File: src/rtl/fetch_sequencer.sv
// fetch_sequencer: owns the PC, fetches instructions over a ready handshake,
// presents each instruction for one execute cycle, resolves beq/brnv, keeps
// the architectural V flag and a retired-instruction counter.
module fetch_sequencer #(
    parameter logic [31:0] RESET_PC     = 32'h0000_0000,
    parameter int unsigned IMEM_TIMEOUT = 16
) (
    input  logic        clk,
    input  logic        rst_n,
    output logic        imem_req,
    output logic [31:0] imem_addr,
    input  logic        imem_ready,
    input  logic [31:0] imem_rdata,
    output logic [31:0] instr,
    output logic        instr_valid,
    output logic [31:0] pc,
    output logic [31:0] pc_plus4,
    input  logic        stall,
    input  logic        branch,
    input  logic        brnv,
    input  logic        alu_zero,
    input  logic        alu_ovf,
    input  logic        v_we,
    output logic        v_flag,
    output logic [31:0] retired,
    output logic        fetch_fault
);

    typedef enum logic [1:0] {
        IDLE,
        FETCH,
        EXEC,
        FAULT
    } state_t;

    localparam logic [31:0] PC_INIT = {RESET_PC[31:2], 2'b00};
    localparam int unsigned CW      = $clog2(IMEM_TIMEOUT + 1);

    state_t        state;
    state_t        state_nx;
    logic [CW-1:0] wait_cnt;
    logic          timeout;
    logic          taken;
    logic          advance;
    logic          accept;
    logic [31:0]   br_off;
    logic [31:0]   pc_next;

    // Branch resolution uses the V flag held before any same-cycle update.
    always_comb begin
        pc_plus4 = pc + 32'd4;
        br_off   = {{14{instr[15]}}, instr[15:0], 2'b00};
        taken    = (branch & alu_zero) | (brnv & ~v_flag);
        pc_next  = taken ? (pc_plus4 + br_off) : pc_plus4;
        timeout  = (wait_cnt == CW'(IMEM_TIMEOUT - 1));
        accept   = (state == FETCH) & imem_ready;
        advance  = (state == EXEC) & ~stall;
    end

    assign imem_addr = pc;

    // State register; reset clears state at once so imem_req drops immediately.
    always_ff @(posedge clk or negedge rst_n) begin
        if (!rst_n) begin
            state <= IDLE;
        end else begin
            state <= state_nx;
        end
    end

    // Next-state and handshake/valid outputs.
    always_comb begin
        state_nx    = state;
        imem_req    = 1'b0;
        instr_valid = 1'b0;
        case (state)
            IDLE: begin
                state_nx = FETCH;
            end
            FETCH: begin
                imem_req = 1'b1;
                if (imem_ready) begin
                    state_nx = EXEC;
                end else if (timeout) begin
                    state_nx = FAULT;
                end
            end
            EXEC: begin
                instr_valid = 1'b1;
                if (!stall) begin
                    state_nx = FETCH;
                end
            end
            FAULT: begin
                state_nx = FAULT;
            end
            default: begin
                state_nx = IDLE;
            end
        endcase
    end

    // Fetch wait counter: zero outside FETCH, counts cycles without ready.
    always_ff @(posedge clk or negedge rst_n) begin
        if (!rst_n) begin
            wait_cnt <= '0;
        end else if (state != FETCH || imem_ready) begin
            wait_cnt <= '0;
        end else if (!timeout) begin
            wait_cnt <= wait_cnt + CW'(1);
        end
    end

    // Architectural state: instruction latch, PC, V flag, retire count, fault.
    always_ff @(posedge clk or negedge rst_n) begin
        if (!rst_n) begin
            instr       <= '0;
            pc          <= PC_INIT;
            v_flag      <= 1'b0;
            retired     <= '0;
            fetch_fault <= 1'b0;
        end else begin
            if (accept) begin
                instr <= imem_rdata;
            end
            if (advance) begin
                pc      <= pc_next;
                retired <= retired + 32'd1;
                if (v_we) begin
                    v_flag <= alu_ovf;
                end
            end
            if (state == FETCH && !imem_ready && timeout) begin
                fetch_fault <= 1'b1;
            end
        end
    end

endmodule

File: config.mk
export PLATFORM = sky130hd
export DESIGN_NAME = fetch_sequencer
export DESIGN_NICKNAME = d
export VERILOG_FILES = /design/src/rtl/fetch_sequencer.sv
export SDC_FILE = /design/constraint.sdc
export NUM_CORES = 1
export LEC_CHECK = 0
export CELL_PAD_IN_SITES_DETAIL_PLACEMENT = 1
export CELL_PAD_IN_SITES_GLOBAL_PLACEMENT = 1
export CORE_MARGIN = 2
export CORE_UTILIZATION = 39
export DETAILED_ROUTE_END_ITERATION = 8
export PLACE_DENSITY_LB_ADDON = 0.12
export SLEW_MARGIN = 20
export SYNTH_ARGS = -nofsm -noshare
export SYNTH_HDL_FRONTEND = slang
export SYNTH_SLANG_ARGS = --single-unit
File: constraint.sdc
create_clock -name clk -period 5.1 [get_ports clk]
set_input_delay 1.02 -clock clk [delete_from_list [all_inputs] [get_ports clk]]
set_output_delay 1.02 -clock clk [all_outputs]
set_load 0.02 [all_outputs]
==> impl_metrics.py <==
metrics = {
    "finish": {
        "antenna_cells": 0,
        "drive_above_1_share_pct": 7.99,
        "final_area_um2": 9220,
        "final_cells": 1139,
        "nets": 990,
        "syn_to_final_growth_pct": 32.3,
        "nFillCells": 1942,
    },
    "detailed_routing": {
        "viasPerCell": 5.45,
        "num_vias": 6202,
        "postRouteAntennaNets": 0,
        "drt-initial-drc-count": 245,
        "wl_per_cell_um": 19.2,
        "drc": 0,
        "wirelength_um": 21800,
        "firstDrtPassIters": 4,
    },
    "power_and_ir_drop": {
        "power_density_nw_per_um2": 692,
        "vdd_drop_max_v": 0.000363,
        "p_leak_nw": 3.89,
    },
    "placement": {
        "routabilityCongestion": 0.845,
        "hpwlAfterDp_um": 16500,
        "port_buffers": 198,
        "dp_cells": 1123,
        "placed_area_um2": 8890,
    },
    "clock_tree": {
        "clk_latency_ns": 0.36,
        "hold_buffers": 0,
        "cts_buffers": 9,
        "ctsResizeCount": 0,
        "post_cts_buffers": 0,
        "htree_levels": 3,
        "clockBufferDepth": 2,
        "cts_tree": "done",
        "clk_pin_slew_worst_paths_ns": 0.08,
        "root_buffer": "clkbuf_16",
        "clkSinkCount": 103,
    },
    "yosys": {
        "synth_cell_types": 68,
        "ys.flop_type": "dfrtp_1",
        "syn_area_um2": 6970,
        "synth_top_area_cell": "dfrtp_1",
        "synth_edf_count": 0,
        "async_flop_share_pct": 100,
        "synth_seq_cells": 103,
        "yosysWarnings": 0,
        "ys_seq_area_share_pct": 37.0,
        "syn_area_per_cell_um2": 9.24,
        "yosys-top-cells-area": "dfrtp_1, ha_1, xnor2_1, mux2_2, xor2_1",
        "syn_inst": 754,
        "synth_top_area_share_pct": 37.0,
    },
    "setup_path": {
        "end_kind": "primary output",
        "worst-setup-path-type": "reg2out",
        "cp-start-kind": "register",
        "critical_path_required_ns": 4.08,
        "arrival_ns": 3.67,
        "path_max_fanout": 6,
    },
    "sta": {
        "slew_headroom_pct": 34.2,
        "period_share_pct": 92.0,
        "tightest_slew_ns": 0.987,
        "fin_crit_ns": 4.69,
        "hold_viol": 0,
        "fmax_ghz": 0.213,
        "rsz0062_at_grt": "false",
        "setup_violations": 0,
        "clock_skew_ns": 0.0108,
        "tns_ns": 0,
        "slew_violations": 0,
    },
    "die": {
        "die_h_um": 138,
        "pin_count": 205,
        "start_util_pct": 40.2,
        "die_x_um": 138,
        "rows": 48,
        "core_area_um2": 17400,
        "die-area_um2": 19000,
    },
    "grt": {
        "grt_pass1_vias": 6626,
        "grt_max_degree": 66,
        "grt_pass1_wl_um": 34700,
        "antenna_found_initial": 0,
        "grt_remaining_overflow": 0,
        "globalRouteTotalUtil_pct": 23.3,
    },
    "outcome": {
        "status": "finished, final reports clean",
    },
    "worst_hold_path": {
        "hp-class": "reg2reg",
    },
    "job": {
        "cap_violations": 0,
    },
}
==> report_power, final <==
part,switching [mW],leakage [nW],internal [mW]
Combinational,2.34,2.45,1.88
Sequential,0.338,1.29,1.06
Clock,0.361,0.158,0.399
==> metal layers <==
layer / GRT usage [%] / vias up / wire [um]
li1: - / 2945 / -
met1: 29.7 / 3093 / 9560
met2: 40.9 / 146 / 11000
met3: 5.30 / 18 / 1080
met4: 4.08 / 0 / 206
met5: 0 / - / 0
==> cell families (layout without fill, tap and decap cells) <==
kind of cell / count (synthesis) / count (layout) / share of synthesized area, %
adder cells (fa/ha/maj): 40 / 40 / 7.29
flip-flops: 103 / 103 / 37.0
XOR/XNOR: 83 / 83 / 10.4
other: 1 / 6 / 0.0538
AO/OA/AOI/OAI: 165 / 165 / 14.7
AND/OR/NAND/NOR: 245 / 245 / 18.0
buffers and inverters: 82 / 237 / 6.91
multiplexers: 35 / 35 / 5.60
==> cell usage in the layout, fill, tap and decap left out, drive strengths merged, types with 3 or more instances in the layout <==
cell type / n
clkdlybuf4s50: 197
dfrtp: 103
nor2: 65
nand2: 62
xnor2: 52
a21oi: 52
nand3: 41
ha: 39
o21ai: 37
mux2: 32
xor2: 31
inv: 19
nand4: 18
a21o: 16
a31oi: 13
and3: 13
clkbuf: 9
buf: 9
nor3: 9
o21bai: 8
nor2b: 7
o22ai: 6
o21a: 6
conb: 6
and4: 6
nor4: 5
nand2b: 4
a211oi: 4
a22oi: 4
or3: 4
mux2i: 3
or4: 3
==> final timing paths <==
path	start	to	slack, ns	cells past startpoint
worst max-delay path	imem_addr[2]	pc_plus4[28]	0.41	9
worst min-delay path	retired[31]	retired[31]	0.48	1
worst max register to register	imem_addr[2]	imem_addr[30]	0.59	17
worst min register to register	retired[31]	retired[31]	0.48	1
max in group asynchronous	rst_n	instr[16]	3.27	2
min in group asynchronous	rst_n	imem_addr[26]	0.76	1
==> critical path, cell delays in order, from the launching register on <==
cell and delay [ns]:
dfrtp_1 0.49, ha_1 0.26, nand4_1 0.21, nor2_1 0.53, nand3_1 0.16, nor2_1 0.33
nand3_1 0.24, nor2_1 0.23, xor2_1 0.20, clkdlybuf4s50_1 0.64
==> through the flow <==
stage               setup WS [ns]  hold WS [ns]  total power, mW  util, %
CTS                         0.371         0.478             6.42     53.1
detailed placement          0.599         0.462             5.62     51.2
global placement            0.851         0.464             5.53     51.2
global route                0.146         0.510             6.84     53.1
floorplan                    1.05         0.480             4.13        -
finish                      0.408         0.476             6.38     53.1
==> cell type report <==
cell class / count / area [um2] / area share (%)
flip-flops and latches: 103 / 2580 / 28.0
clock inverters: 7 / 100 / 1.09
repair buffers: 206 / 2040 / 22.1
clock buffers: 9 / 225 / 2.44
inverters: 15 / 56.3 / 0.611
multi-input cells: 574 / 3940 / 42.7
well taps: 225 / 282 / 3.05
==> sequential cells by signal, summed over array words and instances, names as in the netlist <==
signal,cells
fetch_fault,1
state,2
retired,32
v_flag,1
instr,32
wait_cnt,5
imem_addr,30
==> cells in the mapped netlist (16+ instances only) <==
cell,number
o21ai_0,36
xnor2_1,52
ha_1,39
mux2_2,32
nor2_1,64
a21o_1,16
buf_4,36
nand3_1,38
a21oi_1,52
xor2_1,31
clkbuf_1,22
nand4_1,18
nand2_1,62
dfrtp_1,103
(Power assumes the default switching activity.)
